==> src/rtl/vga_pkg.sv <==
// Shared types, 1024x768@60 (65 MHz) timing constants and helpers for the VGA timing generator.
package vga_pkg;

  typedef logic [10:0] cnt_t;
  typedef logic [15:0] frame_cnt_t;
  typedef logic [11:0] rgb_t;

  localparam cnt_t HOR_TOTAL      = 11'd1344;
  localparam cnt_t HOR_ACTIVE     = 11'd1024;
  localparam cnt_t HOR_SYNC_START = 11'd1048;
  localparam cnt_t HOR_SYNC_END   = 11'd1184;

  localparam cnt_t VER_TOTAL      = 11'd806;
  localparam cnt_t VER_ACTIVE     = 11'd768;
  localparam cnt_t VER_SYNC_START = 11'd771;
  localparam cnt_t VER_SYNC_END   = 11'd777;

  localparam rgb_t RGB_BLACK = 12'h000;

  // Half-open window test [lo, hi).
  function automatic logic in_window(input cnt_t v, input cnt_t lo, input cnt_t hi);
    return (v >= lo) && (v < hi);
  endfunction

endpackage

==> src/rtl/vga_if.sv <==
// VGA timing stream bundle: pixel position, sync/blank flags and pixel colour.
interface vga_if;
  import vga_pkg::*;

  cnt_t hcount;
  cnt_t vcount;
  logic hsync;
  logic vsync;
  logic hblnk;
  logic vblnk;
  rgb_t rgb;

  modport vga_out (
    output hcount, vcount, hsync, vsync, hblnk, vblnk, rgb
  );

  modport vga_in (
    input hcount, vcount, hsync, vsync, hblnk, vblnk, rgb
  );

endinterface

==> src/rtl/vga_timing_gen.sv <==
// Pixel/line counters with registered sync, blank and frame-end flags that are
// decoded from the next-state counters so every output lines up with hcount/vcount.
module vga_timing_gen
  import vga_pkg::*;
#(
  parameter cnt_t       H_TOTAL       = HOR_TOTAL,
  parameter cnt_t       H_ACTIVE      = HOR_ACTIVE,
  parameter cnt_t       H_SYNC_START  = HOR_SYNC_START,
  parameter cnt_t       H_SYNC_END    = HOR_SYNC_END,
  parameter cnt_t       V_TOTAL       = VER_TOTAL,
  parameter cnt_t       V_ACTIVE      = VER_ACTIVE,
  parameter cnt_t       V_SYNC_START  = VER_SYNC_START,
  parameter cnt_t       V_SYNC_END    = VER_SYNC_END,
  // Reset value of the frame counter; only non-zero for preloaded instances.
  parameter frame_cnt_t FRAME_CNT_RST = 16'd0
) (
  input  logic           clk,
  input  logic           rst,
  vga_if.vga_out         vga_out,
  output logic           frame_end,
  output frame_cnt_t     frame_cnt
);

  localparam cnt_t H_LAST = H_TOTAL - 11'd1;
  localparam cnt_t V_LAST = V_TOTAL - 11'd1;

  cnt_t       hcount_q, hcount_d;
  cnt_t       vcount_q, vcount_d;
  logic       hsync_q, hsync_d;
  logic       vsync_q, vsync_d;
  logic       hblnk_q, hblnk_d;
  logic       vblnk_q, vblnk_d;
  logic       frame_end_q, frame_end_d;
  frame_cnt_t frame_cnt_q, frame_cnt_d;
  logic       h_wrap_s;
  logic       f_wrap_s;

  // Next position, frame counter and flags decoded from that next position.
  always_comb begin
    h_wrap_s    = (hcount_q == H_LAST);
    f_wrap_s    = h_wrap_s && (vcount_q == V_LAST);
    hcount_d    = hcount_q + 11'd1;
    vcount_d    = vcount_q;
    frame_cnt_d = frame_cnt_q;

    if (h_wrap_s) begin
      hcount_d = 11'd0;
      if (f_wrap_s) begin
        vcount_d = 11'd0;
      end else begin
        vcount_d = vcount_q + 11'd1;
      end
    end else begin
      vcount_d = vcount_q;
    end

    if (f_wrap_s) begin
      frame_cnt_d = frame_cnt_q + 16'd1;
    end else begin
      frame_cnt_d = frame_cnt_q;
    end

    hblnk_d     = (hcount_d >= H_ACTIVE);
    vblnk_d     = (vcount_d >= V_ACTIVE);
    hsync_d     = in_window(hcount_d, H_SYNC_START, H_SYNC_END);
    vsync_d     = in_window(vcount_d, V_SYNC_START, V_SYNC_END);
    frame_end_d = (hcount_d == H_LAST) && (vcount_d == V_LAST);
  end

  // State registers; reset parks the stream at (0,0) with every flag low.
  always_ff @(posedge clk or posedge rst) begin
    if (rst) begin
      hcount_q    <= 11'd0;
      vcount_q    <= 11'd0;
      hsync_q     <= 1'b0;
      vsync_q     <= 1'b0;
      hblnk_q     <= 1'b0;
      vblnk_q     <= 1'b0;
      frame_end_q <= 1'b0;
      frame_cnt_q <= FRAME_CNT_RST;
    end else begin
      hcount_q    <= hcount_d;
      vcount_q    <= vcount_d;
      hsync_q     <= hsync_d;
      vsync_q     <= vsync_d;
      hblnk_q     <= hblnk_d;
      vblnk_q     <= vblnk_d;
      frame_end_q <= frame_end_d;
      frame_cnt_q <= frame_cnt_d;
    end
  end

  assign vga_out.hcount = hcount_q;
  assign vga_out.vcount = vcount_q;
  assign vga_out.hsync  = hsync_q;
  assign vga_out.vsync  = vsync_q;
  assign vga_out.hblnk  = hblnk_q;
  assign vga_out.vblnk  = vblnk_q;
  assign vga_out.rgb    = RGB_BLACK;
  assign frame_end      = frame_end_q;
  assign frame_cnt      = frame_cnt_q;

endmodule

==> src/flat_wrapper.sv <==
// flat-port wrapper written by rule: the top's interface ports become plain ports
module vga_timing_gen_flat import vga_pkg::*;
#(
  parameter cnt_t       H_TOTAL       = HOR_TOTAL,
  parameter cnt_t       H_ACTIVE      = HOR_ACTIVE,
  parameter cnt_t       H_SYNC_START  = HOR_SYNC_START,
  parameter cnt_t       H_SYNC_END    = HOR_SYNC_END,
  parameter cnt_t       V_TOTAL       = VER_TOTAL,
  parameter cnt_t       V_ACTIVE      = VER_ACTIVE,
  parameter cnt_t       V_SYNC_START  = VER_SYNC_START,
  parameter cnt_t       V_SYNC_END    = VER_SYNC_END,
                                                                             
  parameter frame_cnt_t FRAME_CNT_RST = 16'd0
)
  (clk, rst, frame_end, frame_cnt, vga_out_hcount, vga_out_vcount, vga_out_hsync, vga_out_vsync, vga_out_hblnk, vga_out_vblnk, vga_out_rgb);
  vga_if vga_out_i ();
  input  logic clk;
  input  logic rst;
  output logic frame_end;
  output frame_cnt_t frame_cnt;
  output wire logic [$bits(vga_out_i.hcount)-1:0] vga_out_hcount;
  output wire logic [$bits(vga_out_i.vcount)-1:0] vga_out_vcount;
  output wire logic [$bits(vga_out_i.hsync)-1:0] vga_out_hsync;
  output wire logic [$bits(vga_out_i.vsync)-1:0] vga_out_vsync;
  output wire logic [$bits(vga_out_i.hblnk)-1:0] vga_out_hblnk;
  output wire logic [$bits(vga_out_i.vblnk)-1:0] vga_out_vblnk;
  output wire logic [$bits(vga_out_i.rgb)-1:0] vga_out_rgb;
  assign vga_out_hcount = vga_out_i.hcount;
  assign vga_out_vcount = vga_out_i.vcount;
  assign vga_out_hsync = vga_out_i.hsync;
  assign vga_out_vsync = vga_out_i.vsync;
  assign vga_out_hblnk = vga_out_i.hblnk;
  assign vga_out_vblnk = vga_out_i.vblnk;
  assign vga_out_rgb = vga_out_i.rgb;
  vga_timing_gen #(.H_TOTAL(H_TOTAL), .H_ACTIVE(H_ACTIVE), .H_SYNC_START(H_SYNC_START), .H_SYNC_END(H_SYNC_END), .V_TOTAL(V_TOTAL), .V_ACTIVE(V_ACTIVE), .V_SYNC_START(V_SYNC_START), .V_SYNC_END(V_SYNC_END), .FRAME_CNT_RST(FRAME_CNT_RST)) u_core (.clk(clk), .rst(rst), .vga_out(vga_out_i), .frame_end(frame_end), .frame_cnt(frame_cnt));
endmodule
==> config.mk <==
export PLATFORM = sky130hd
export DESIGN_NAME = vga_timing_gen_flat
export DESIGN_NICKNAME = d
export VERILOG_FILES = /design/src/rtl/vga_pkg.sv /design/src/rtl/vga_if.sv /design/src/rtl/vga_timing_gen.sv /design/src/flat_wrapper.sv
export SDC_FILE = /design/constraint.sdc
export NUM_CORES = 1
export LEC_CHECK = 0
export ABC_AREA = 1
export BUFFER_PORTS_ARGS = -buffer_cell sky130_fd_sc_hd__buf_2
export CORE_ASPECT_RATIO = 1.1
export CORE_MARGIN = 5
export CORE_UTILIZATION = 57
export DETAILED_ROUTE_END_ITERATION = 8
export PLACE_DENSITY = 0.82
export SLEW_MARGIN = 20
export SYNTH_ARGS = -nofsm -noshare
export SYNTH_HDL_FRONTEND = slang
export SYNTH_SLANG_ARGS = --single-unit
==> constraint.sdc <==
create_clock -name clk -period 4.8 [get_ports clk]
set_clock_uncertainty 0.15 [all_clocks]
set_input_delay 0.48 -clock clk [delete_from_list [all_inputs] [get_ports clk]]
set_output_delay 0.48 -clock clk [all_outputs]
set_load 0.03 [all_outputs]
==> results.md, run 1 <==
- Status: finished clean
- Remaining global-route overflow: 0
- Vias per inst: 4.97
- Yosys reg bits: 43
- Clock root cell: clkbuf_8
- Initial Util: 0.585
- Hold Crit Class: input port to asynchronous set/reset pin
- Max frequency: 0.451 GHz
- CP max FO: 12
- Detailed Route WL: 5.18 mm
- Routed wire length per instance: 12.3 um
- Slowest CP cell: dfrtp_1
- Async SR Flop Fraction: 1.00
- Placed cell areas: 2740 um^2
- Final setup TNS: 0 ns
- Post-CTS Resized: 0
- Die height: 79.5 um
- Final period utilization: 0.462
- Io pins: 57
- Critical path class: register to register
- Top-count cell post-synth: nand2_1
- Leakage Power: 1.61 nW
- Remaining antenna violation count: 0
- Max Cap Viol: 0
- Area Overhead vs Synth: 12.4%
- EDFF count, synth: 0
- PortBufs: 44
- Clock-pin slew on the worst setup and hold paths: 0.08 ns
- RSZ-0062 raised after global routing: false
- CP Launch Type: register
- Max VDD drop: 0.176 mV
- # diodes: 0
- Top cells by area, synth: dfrtp_1 43%, nand2_1 12%, inv_1 6.7%, nor2_1 6.1%, nand3_1 5.6%
- Worst Setup End Kind: register
- Post-synthesis sequential area ratio: 0.430
- Ys flop type: dfrtp_1
- Power density over the cells: 212 nW/um^2
- Dpl hpwl: 4.07 mm
- Largest net degree at the start of global routing: 44
- Vias in the first global route: 2,072
- CP startpoint: u_core.vga_out.hcount[0]$_DFF_PP0_
- Slew Viols, Final: 0
- Buf+Inv Stages, Crit Path: 1
- RR Startpoint: u_core.vga_out.hcount[0]$_DFF_PP0_
- CTS tree: done
- Unique cell type count in the Yosys netlist: 30
- CTS max path bufs: 2
- Final-report hold violation count: 0
- DIE WIDTH: 73.2 um
- H-Tree Depth: 2
- CTS hold repair buffers: 0
- Via count: 2,098
- Post-synth top cells: 83 x nand2_1, 45 x inv_1, 43 x dfrtp_1
- DRC errors left: 0
- WP data required: 4.84 ns
- Yosys warning count: 0
- Setup bufs post-CTS: 0
- Worst Path Arrival: 2.26 ns
- Cell Chain, Critical Path: ha_1, nand2_2, nor2_4, nand2_4, nor2_8, nand2_4, clkinv_2, nand3_4, nor2_2, nand2_1, xnor2_1
- TritonRoute pass-1 iters: 4
- First-pass GRT wire length: 8.85 mm
- Slew margin rel.: 0.642
- Clock sink count: 43
- Top cell type's share of synthesized area: 0.430
- Slew @ Worst Pin: 0.538 ns
- Core area: 4290 um^2
- Final instance area: 2820 um^2
- Synthesized area per cell: 7.85 um^2
- TritonCTS Buffers: 5
- DRT iter0 DRCs: 116
- Synth area leader: dfrtp_1
- Cell Rows: 25
- Most used cell, CP: nand2_4
- Cell Area, Synth: 2500 um^2
- Minimum clock period after layout: 2.22 ns
- GRT Total Usage: 0.193
- Synth Instances: 319
- Share of cells above drive strength 1: 0.209
- Count of final setup violators: 0
- Gpl congestion: 0.886
- DIE AREA: 5820 um^2
- Nets: 376
- Skew-Pair Late Insertion Delay: 0.30 ns
- Max incr delay on CP: 0.46 ns
- Initial antenna violation count: 0
- Crit path max-delay family: simple AND/OR/NAND/NOR gates
-- layout make-up --
| class | count | area [um^2] |
|---|---|---|
| fillers | 383 | 1470 |
| clock buffers | 5 | 68.8 |
| clock inverters | 1 | 7.51 |
| flip-flops and latches | 43 | 1080 |
| repair buffers | 45 | 228 |
| inverters | 48 | 181 |
| multi-input cells | 226 | 1190 |
| well taps | 54 | 67.6 |
-- final timing paths --
| check | to | slack (ns) | cells after the start |
|---|---|---|---|
| max in group asynchronous | u_core.vga_out.hcount[3]$_DFF_PP0_ | 3.97 | 3 |
| min in group clk | u_core.frame_cnt[3]$_DFFE_PP0P_ | 0.34 | 1 |
| min | u_core.frame_cnt[14]$_DFFE_PP0P_ | 0.15 | 3 |
| max | u_core.frame_cnt[15]$_DFFE_PP0P_ | 2.58 | 11 |
| min reg2reg | u_core.frame_cnt[3]$_DFFE_PP0P_ | 0.34 | 1 |
| max reg2reg | u_core.frame_cnt[15]$_DFFE_PP0P_ | 2.58 | 11 |
-- layout by cell type (no fill, tap or decap), types with 4 or more instances in the layout --
master    Yosys  layout
nand2_1      83      83
inv_1        45      45
buf_2         0      44
dfrtp_1      43      43
nor2_1       41      41
nand3_1      28      28
conb_1        1      12
xor2_1        9       9
xnor2_1       8       8
nor2_2        6       6
ha_1          5       5
clkbuf_8      0       5
nand4_1       4       4
-- where the power goes --
group	switching, mW	internal [mW]	total, mW	leakage, nW
Combinational	0.0193	0.000881	0.0202	0.983
Clock	0.120	0.0966	0.216	0.0361
Sequential	0	0.362	0.362	0.587
-- per-stage QoR --
step | setup WS, ns | utilization | power (mW) | std cells | hold WS, ns
after global routing | 2.43 | 0.657 | 0.618 | 422 | 0.200
after global placement | 2.68 | 0.639 | 0.390 | 416 | 0.311
after floorplan | 2.64 | - | 0.394 | 330 | 0.503
final | 2.58 | 0.657 | 0.598 | 422 | 0.146
after detailed placement | 2.59 | 0.639 | 0.390 | 416 | 0.331
after CTS | 2.59 | 0.657 | 0.605 | 422 | 0.175
-- worst reg2reg max path, cell delays in order, from the launching register on --
cell and delay, ns:
dfrtp_1 0.46, ha_1 0.25, nand2_2 0.09, nor2_4 0.13, nand2_4 0.08, nor2_8 0.19, nand2_4 0.15, clkinv_2 0.14
nand3_4 0.10, nor2_2 0.14, nand2_1 0.09, xnor2_1 0.13
-- logic make-up after synthesis --
group / after synthesis / synth area share
AO/OA/AOI/OAI: 9 / 0.0210
XOR/XNOR: 17 / 0.0594
adder cells (fa/ha/maj): 5 / 0.0250
buffers and inverters: 61 / 0.113
flip-flops: 43 / 0.430
other: 1 / 0.00150
AND/OR/NAND/NOR: 183 / 0.351
-- sequential cells by signal (all words and copies together) (netlist names) --
| register | count |
|---|---|
| u_core.vga_out.vcount | 11 |
| u_core.vga_out.hsync | 1 |
| u_core.frame_cnt | 16 |
| u_core.vga_out.vblnk | 1 |
| u_core.vga_out.hblnk | 1 |
| u_core.vga_out.hcount | 11 |
| u_core.frame_end | 1 |
| u_core.vga_out.vsync | 1 |
-- routing by layer --
layer  global-route usage  share of wire  up-vias  wire (um)
met1                0.220           0.39      974       2050
met5                    0              0        -          0
met3               0.0466          0.063        7        328
met2                0.340           0.52       58       2710
met4               0.0812          0.019        0         98
li1                     -              -     1059          -
No activity file was read; power rests on OpenSTA's default activity.
==> inputs of run 2 (changes only) <==
--- a/config.mk
+++ b/config.mk
@@ -9,9 +9,9 @@
 export BUFFER_PORTS_ARGS = -buffer_cell sky130_fd_sc_hd__buf_2
 export CORE_ASPECT_RATIO = 1.1
 export CORE_MARGIN = 5
-export CORE_UTILIZATION = 57
+export CORE_UTILIZATION = 54
 export DETAILED_ROUTE_END_ITERATION = 8
-export PLACE_DENSITY = 0.82
+export PLACE_DENSITY = 0.78
 export SLEW_MARGIN = 20
 export SYNTH_ARGS = -nofsm -noshare
 export SYNTH_HDL_FRONTEND = slang
==> constraint.sdc (replaced) <==
create_clock -name clk -period 2.2 [get_ports clk]
set_clock_uncertainty 0.15 [all_clocks]
set_input_delay 0.22 -clock clk [delete_from_list [all_inputs] [get_ports clk]]
set_output_delay 0.22 -clock clk [all_outputs]
set_load 0.03 [all_outputs]
==> run 2 against run 1 <==
First-iteration DRC count down 29%. Final cell count up 2.4%. Sequential share of layout area down 0.99 points. Non-clock buffer count up 6. Sequential cell count unchanged. Maximum frequency up 7.3%. Worst hold slack better by 0.18 ns. Cell area up 2.7%. Critical path type unchanged. Largest cell class unchanged. Largest power group unchanged.
==> results.md, run 2 (synthesized netlist as in run 1, its figures left out) <==
- Io pins: 57
- FF/Latch Area: 1080 um^2
- Slew Viols, Final: 0
- Vias in the first global route: 2,083
- DIE WIDTH: 74.9 um
- Slew @ Worst Pin: 0.760 ns
- TritonRoute pass-1 iters: 4
- Gpl congestion: 0.891
- Area Overhead vs Synth: 15.4%
- Final setup margin: 0.135 ns
- Layout fillers: 420
- H-Tree Depth: 2
- DRT iter0 DRCs: 82
- Total power: 1.33 mW
- Critical path class: register to register
- Slew margin rel.: 0.490
- # diodes: 0
- Crit path max-delay family: simple AND/OR/NAND/NOR gates
- Detailed Route WL: 5.33 mm
- Max VDD drop: 0.351 mV
- Clock sink count: 43
- Worst Setup End Kind: register
- CP Launch Type: register
- Leakage Power: 1.64 nW
- Cell Rows: 26
- Remaining antenna violation count: 0
- Cell Chain, Critical Path: inv_2, nor2_1, nand3_1, nor2_8, nand2_4, clkinv_2, nand2_2, nor2_2, nand3_1, xnor2_1
- Max Cap Viol: 0
- Count of final setup violators: 0
- Die height: 81.4 um
- Skew-Pair Late Insertion Delay: 0.30 ns
- Final setup TNS: 0 ns
- PortBufs: 44
- Commonest non-fill, non-tap cell in the layout: nand2_1
- Slowest CP cell: dfrtp_1
- Final-report hold violation count: 0
- Remaining global-route overflow: 0
- Most used cell, CP: nand3_1
- Most frequent cells in the layout: 82 x nand2_1, 44 x inv_1, 44 x buf_2
- Worst Path Arrival: 2.10 ns
- DRC errors left: 0
- Initial Util: 0.546
- GRT Total Usage: 0.190
- Clock-pin slew on the worst setup and hold paths: 0.08 ns
- Placement Setup Slack: 0.108 ns
- Max incr delay on CP: 0.43 ns
- Vias per inst: 4.87
- Clock root cell: clkbuf_8
- CTS max path bufs: 2
- TritonCTS Buffers: 5
- Power density over the cells: 459 nW/um^2
- Hold Crit Class: register to register
- CP max FO: 12
- Buf+Inv Stages, Crit Path: 2
- Largest register FFs: 16
- Routed wire length per instance: 12.3 um
- Nets: 382
- Dpl hpwl: 4.18 mm
- Final period utilization: 0.938
- Status: finished clean
- Share of cells above drive strength 1: 0.231
- Via count: 2,102
- WP data required: 2.23 ns
- CTS tree: done
- DIE AREA: 6100 um^2
- First-pass GRT wire length: 8.90 mm
- Minimum clock period after layout: 2.06 ns
- Largest net degree at the start of global routing: 24
- Initial antenna violation count: 0
- Max frequency: 0.484 GHz
- Core area: 4590 um^2
- Footprint of the multi-input gates: 1200 um^2
run 2: cell count changes in the layout (fill, tap and decap cells not counted), sizes merged:
cell / previous run / this run
clkinv: 1 / 3
dlygate4sd3: 0 / 1
buf: 45 / 50
inv: 47 / 46
clkbuf: 5 / 6
run 2: cell type report:
type,instances,share of cell area
inverter,48,0.0627
multi-input combinational,226,0.416
tap,56,0.0242
clock buffer,6,0.0251
clock inverter,2,0.00433
timing repair buffer,51,0.0952
sequential,43,0.372
run 2: metrics by stage:
stage / instance area, um^2 / util / std cells / hold WS [ns]
6_report: 2890 / 0.630 / 432 / 0.329
5_1_grt: 2890 / 0.630 / 432 / 0.357
4_1_cts: 2860 / 0.624 / 430 / 0.327
3_5_place_dp: 2770 / 0.603 / 421 / 0.153
3_3_place_gp: 2770 / 0.603 / 421 / 0.135
2_1_floorplan: 2550 / - / 330 / 0.326
run 2: timing repair:
action / in CTS / in global routing
buffers inserted: 0 / 2
hold buffers: 1 / 0
resized for setup: 0 / 5
setup endpoints to repair: 0 / 6
hold endpoints to repair: 21 / 0
run 2: final timing paths:
path                                                          from                            endpoint  slack (ns)  depth (start not counted)
worst max-delay path            u_core.vga_out.hcount[8]$_DFF_PP0_    u_core.frame_cnt[14]$_DFFE_PP0P_        0.14                         10
worst min-delay path              u_core.frame_cnt[15]$_DFFE_PP0P_    u_core.frame_cnt[15]$_DFFE_PP0P_        0.33                          1
worst max register to register  u_core.vga_out.hcount[8]$_DFF_PP0_    u_core.frame_cnt[14]$_DFFE_PP0P_        0.14                         10
worst min register to register    u_core.frame_cnt[15]$_DFFE_PP0P_    u_core.frame_cnt[15]$_DFFE_PP0P_        0.33                          1
max in group asynchronous                                      rst  u_core.vga_out.hcount[5]$_DFF_PP0_        0.95                          4
min in group asynchronous                                      rst  u_core.vga_out.vcount[2]$_DFF_PP0_        0.35                          3
run 2: worst register-to-register path: stages, from the launching register on:
cell      delay [ns]
dfrtp_1         0.43
inv_2           0.07
nor2_1          0.14
nand3_1         0.21
nor2_8          0.24
nand2_4         0.16
clkinv_2        0.14
nand2_2         0.08
nor2_2          0.12
nand3_1         0.10
xnor2_1         0.13
run 2: power by group:
group	switching [mW]	internal [mW]	total, mW	leakage, nW
clock network	0.269	0.222	0.491	0.0412
registers	0	0.789	0.789	0.587
logic	0.0427	0.00421	0.0470	1.01
run 2: metal layers:
metal / track usage / wire length, um
met1: 0.218 / 2110
met2: 0.332 / 2780
met3: 0.0453 / 297
met4: 0.0819 / 145
met5: 0 / 0
==> inputs of run 3 (changes only) <==
==> constraint.sdc (replaced) <==
create_clock -name clk -period 2.2 [get_ports clk]
set_clock_uncertainty 0.15 [all_clocks]
set_input_delay 0.11 -clock clk [delete_from_list [all_inputs] [get_ports clk]]
set_output_delay 0.11 -clock clk [all_outputs]
set_load 0.03 [all_outputs]
==> run 3 against run 2 <==
Wire length up 1.8%. Global-route usage up 0.26 points. Sequential power about the same. Worst hold slack worse by 0.22 ns. Clock power up 28%. Final cell count unchanged. Die area unchanged. Critical path type unchanged. Largest cell class unchanged. Largest power group unchanged. Highest routed layer unchanged.
==> results.md, run 3 (synthesized netlist as in run 1, its figures left out) <==
- Commonest non-fill, non-tap cell in the layout: nand2_1
- CP max FO: 5
- RSZ-0062 raised after global routing: false
- CTS tree: done
- WP data required: 2.29 ns
- Vias in the first global route: 2,044
- Skew-Pair Late Insertion Delay: 0.30 ns
- Power density over the cells: 501 nW/um^2
- Most frequent cells in the layout: 82 x nand2_1, 44 x inv_1, 44 x buf_2
- Max VDD drop: 0.455 mV
- Max layer used: met4
- Remaining global-route overflow: 0
- DRC errors left: 0
- Wire length on met2: 2.72 mm
- Die height: 81.4 um
- Routed wire length per instance: 12.6 um
- Final setup TNS: 0 ns
- Initial Util: 0.546
- Status: finished clean
- Largest register FFs: 16
- Clock root cell: clkbuf_8
- Worst Path Arrival: 2.12 ns
- Leakage Power: 1.65 nW
- Final-report hold violation count: 0
- Met3 wire len: 296 um
- Io pins: 57
- Nets: 382
- Count of final setup violators: 0
- Detailed Route WL: 5.42 mm
- First-pass GRT wire length: 8.94 mm
- H-Tree Depth: 2
- Worst Setup End Kind: register
- Initial antenna violation count: 0
- Via count: 2,138
- Hold Crit Class: input port to asynchronous set/reset pin
- Minimum clock period after layout: 2.02 ns
- DIE WIDTH: 74.9 um
- Share of cells above drive strength 1: 0.234
- Max Cap Viol: 0
- Gpl congestion: 0.892
- TritonCTS Buffers: 5
- Critical path class: register to register
- Core area: 4590 um^2
- GRT Total Usage: 0.192
- # diodes: 0
- PortBufs: 44
- M1 WL: 2.23 mm
- DIE AREA: 6100 um^2
- Remaining antenna violation count: 0
- Cell Rows: 26
- Dpl hpwl: 4.22 mm
- CP Launch Type: register
- CTS max path bufs: 2
- Clock-pin slew on the worst setup and hold paths: 0.09 ns
- TritonRoute pass-1 iters: 4
- Slew Viols, Final: 0
- Max frequency: 0.494 GHz
- Final period utilization: 0.920
- Placement Setup Slack: 0.132 ns
- Layout fillers: 392
- Final setup margin: 0.175 ns
- Register-to-Register Path Depth: 11
- DRT iter0 DRCs: 68
- Area Overhead vs Synth: 16.5%
- Largest net degree at the start of global routing: 19
- Clock sink count: 43
- Vias per inst: 4.95
## run 3: changes by cell type in the layout (fill, tap and decap cells not counted), sizes merged
| cell | delta |
|---|---|
| buf | -1 |
| bufinv | +1 |
| clkbuf | -1 |
| clkinv | +1 |
| clkinvlp | -1 |
| nor2 | +1 |
## run 3: where the power goes
part,total (mW),internal [mW],switching (mW)
clock,0.627,0.338,0.289
combinational,0.0471,0.00423,0.0429
sequential,0.789,0.789,0
total,1.46,1.13,0.332
## run 3: worst paths after layout
check,endpoint,from,slack (ns)
min in group clk,u_core.frame_cnt[15]$_DFFE_PP0P_,u_core.frame_cnt[15]$_DFFE_PP0P_,0.32
max in group asynchronous,u_core.vga_out.hcount[8]$_DFF_PP0_,rst,1.27
hold reg to reg,u_core.frame_cnt[15]$_DFFE_PP0P_,u_core.frame_cnt[15]$_DFFE_PP0P_,0.32
hold / removal,u_core.frame_cnt[12]$_DFFE_PP0P_,rst,0.11
setup reg to reg,u_core.frame_end$_DFF_PP0_,u_core.vga_out.hcount[0]$_DFF_PP0_,0.18
setup / recovery,u_core.frame_end$_DFF_PP0_,u_core.vga_out.hcount[0]$_DFF_PP0_,0.18
## run 3: layout make-up
type / instances / area [um^2] / area share
Clock inverter: 3 / 43.8 / 0.0150
Sequential cell: 43 / 1080 / 0.369
Clock buffer: 5 / 68.8 / 0.0236
Multi-Input combinational cell: 227 / 1210 / 0.415
Timing Repair Buffer: 50 / 268 / 0.0917
Inverter: 48 / 181 / 0.0622
Tap cell: 56 / 70.1 / 0.0240
## run 3: worst max-delay path, stage by stage, from the launching register on
cell     delay [ns]
dfrtp_1        0.36
ha_1           0.22
nand3_2        0.14
nor3_2         0.38
nand3_1        0.14
nand2_2        0.11
nand2_1        0.05
nor2_1         0.08
nand2_1        0.05
nor2_1         0.13
nand2_1        0.08
nor2_2         0.08
## run 3: per-layer routing
metal,GRT usage,vias to the layer above
li1,-,1078
met1,0.220,982
met2,0.337,62
met3,0.0465,16
met4,0.0819,0
met5,0,-
## run 3: what timing repair did
action	CTS	global route
gates resized for setup	0	4
endpoints found under the hold margin	43	0
setup buffers	0	1
setup endpoints to repair	0	4
hold buffers	1	0
## run 3: stage by stage
step           total power [mW]  utilization  hold WS (ns)  cell area, um^2  std cells
5_1_grt                    1.52        0.636         0.139             2920        432
4_1_cts                    1.48        0.630         0.115             2890        430
3_5_place_dp              0.852        0.603        -0.101             2770        421
6_report                   1.46        0.636         0.110             2920        432
3_3_place_gp              0.851        0.603        -0.108             2770        421
2_1_floorplan             0.860            -         0.216             2550        330
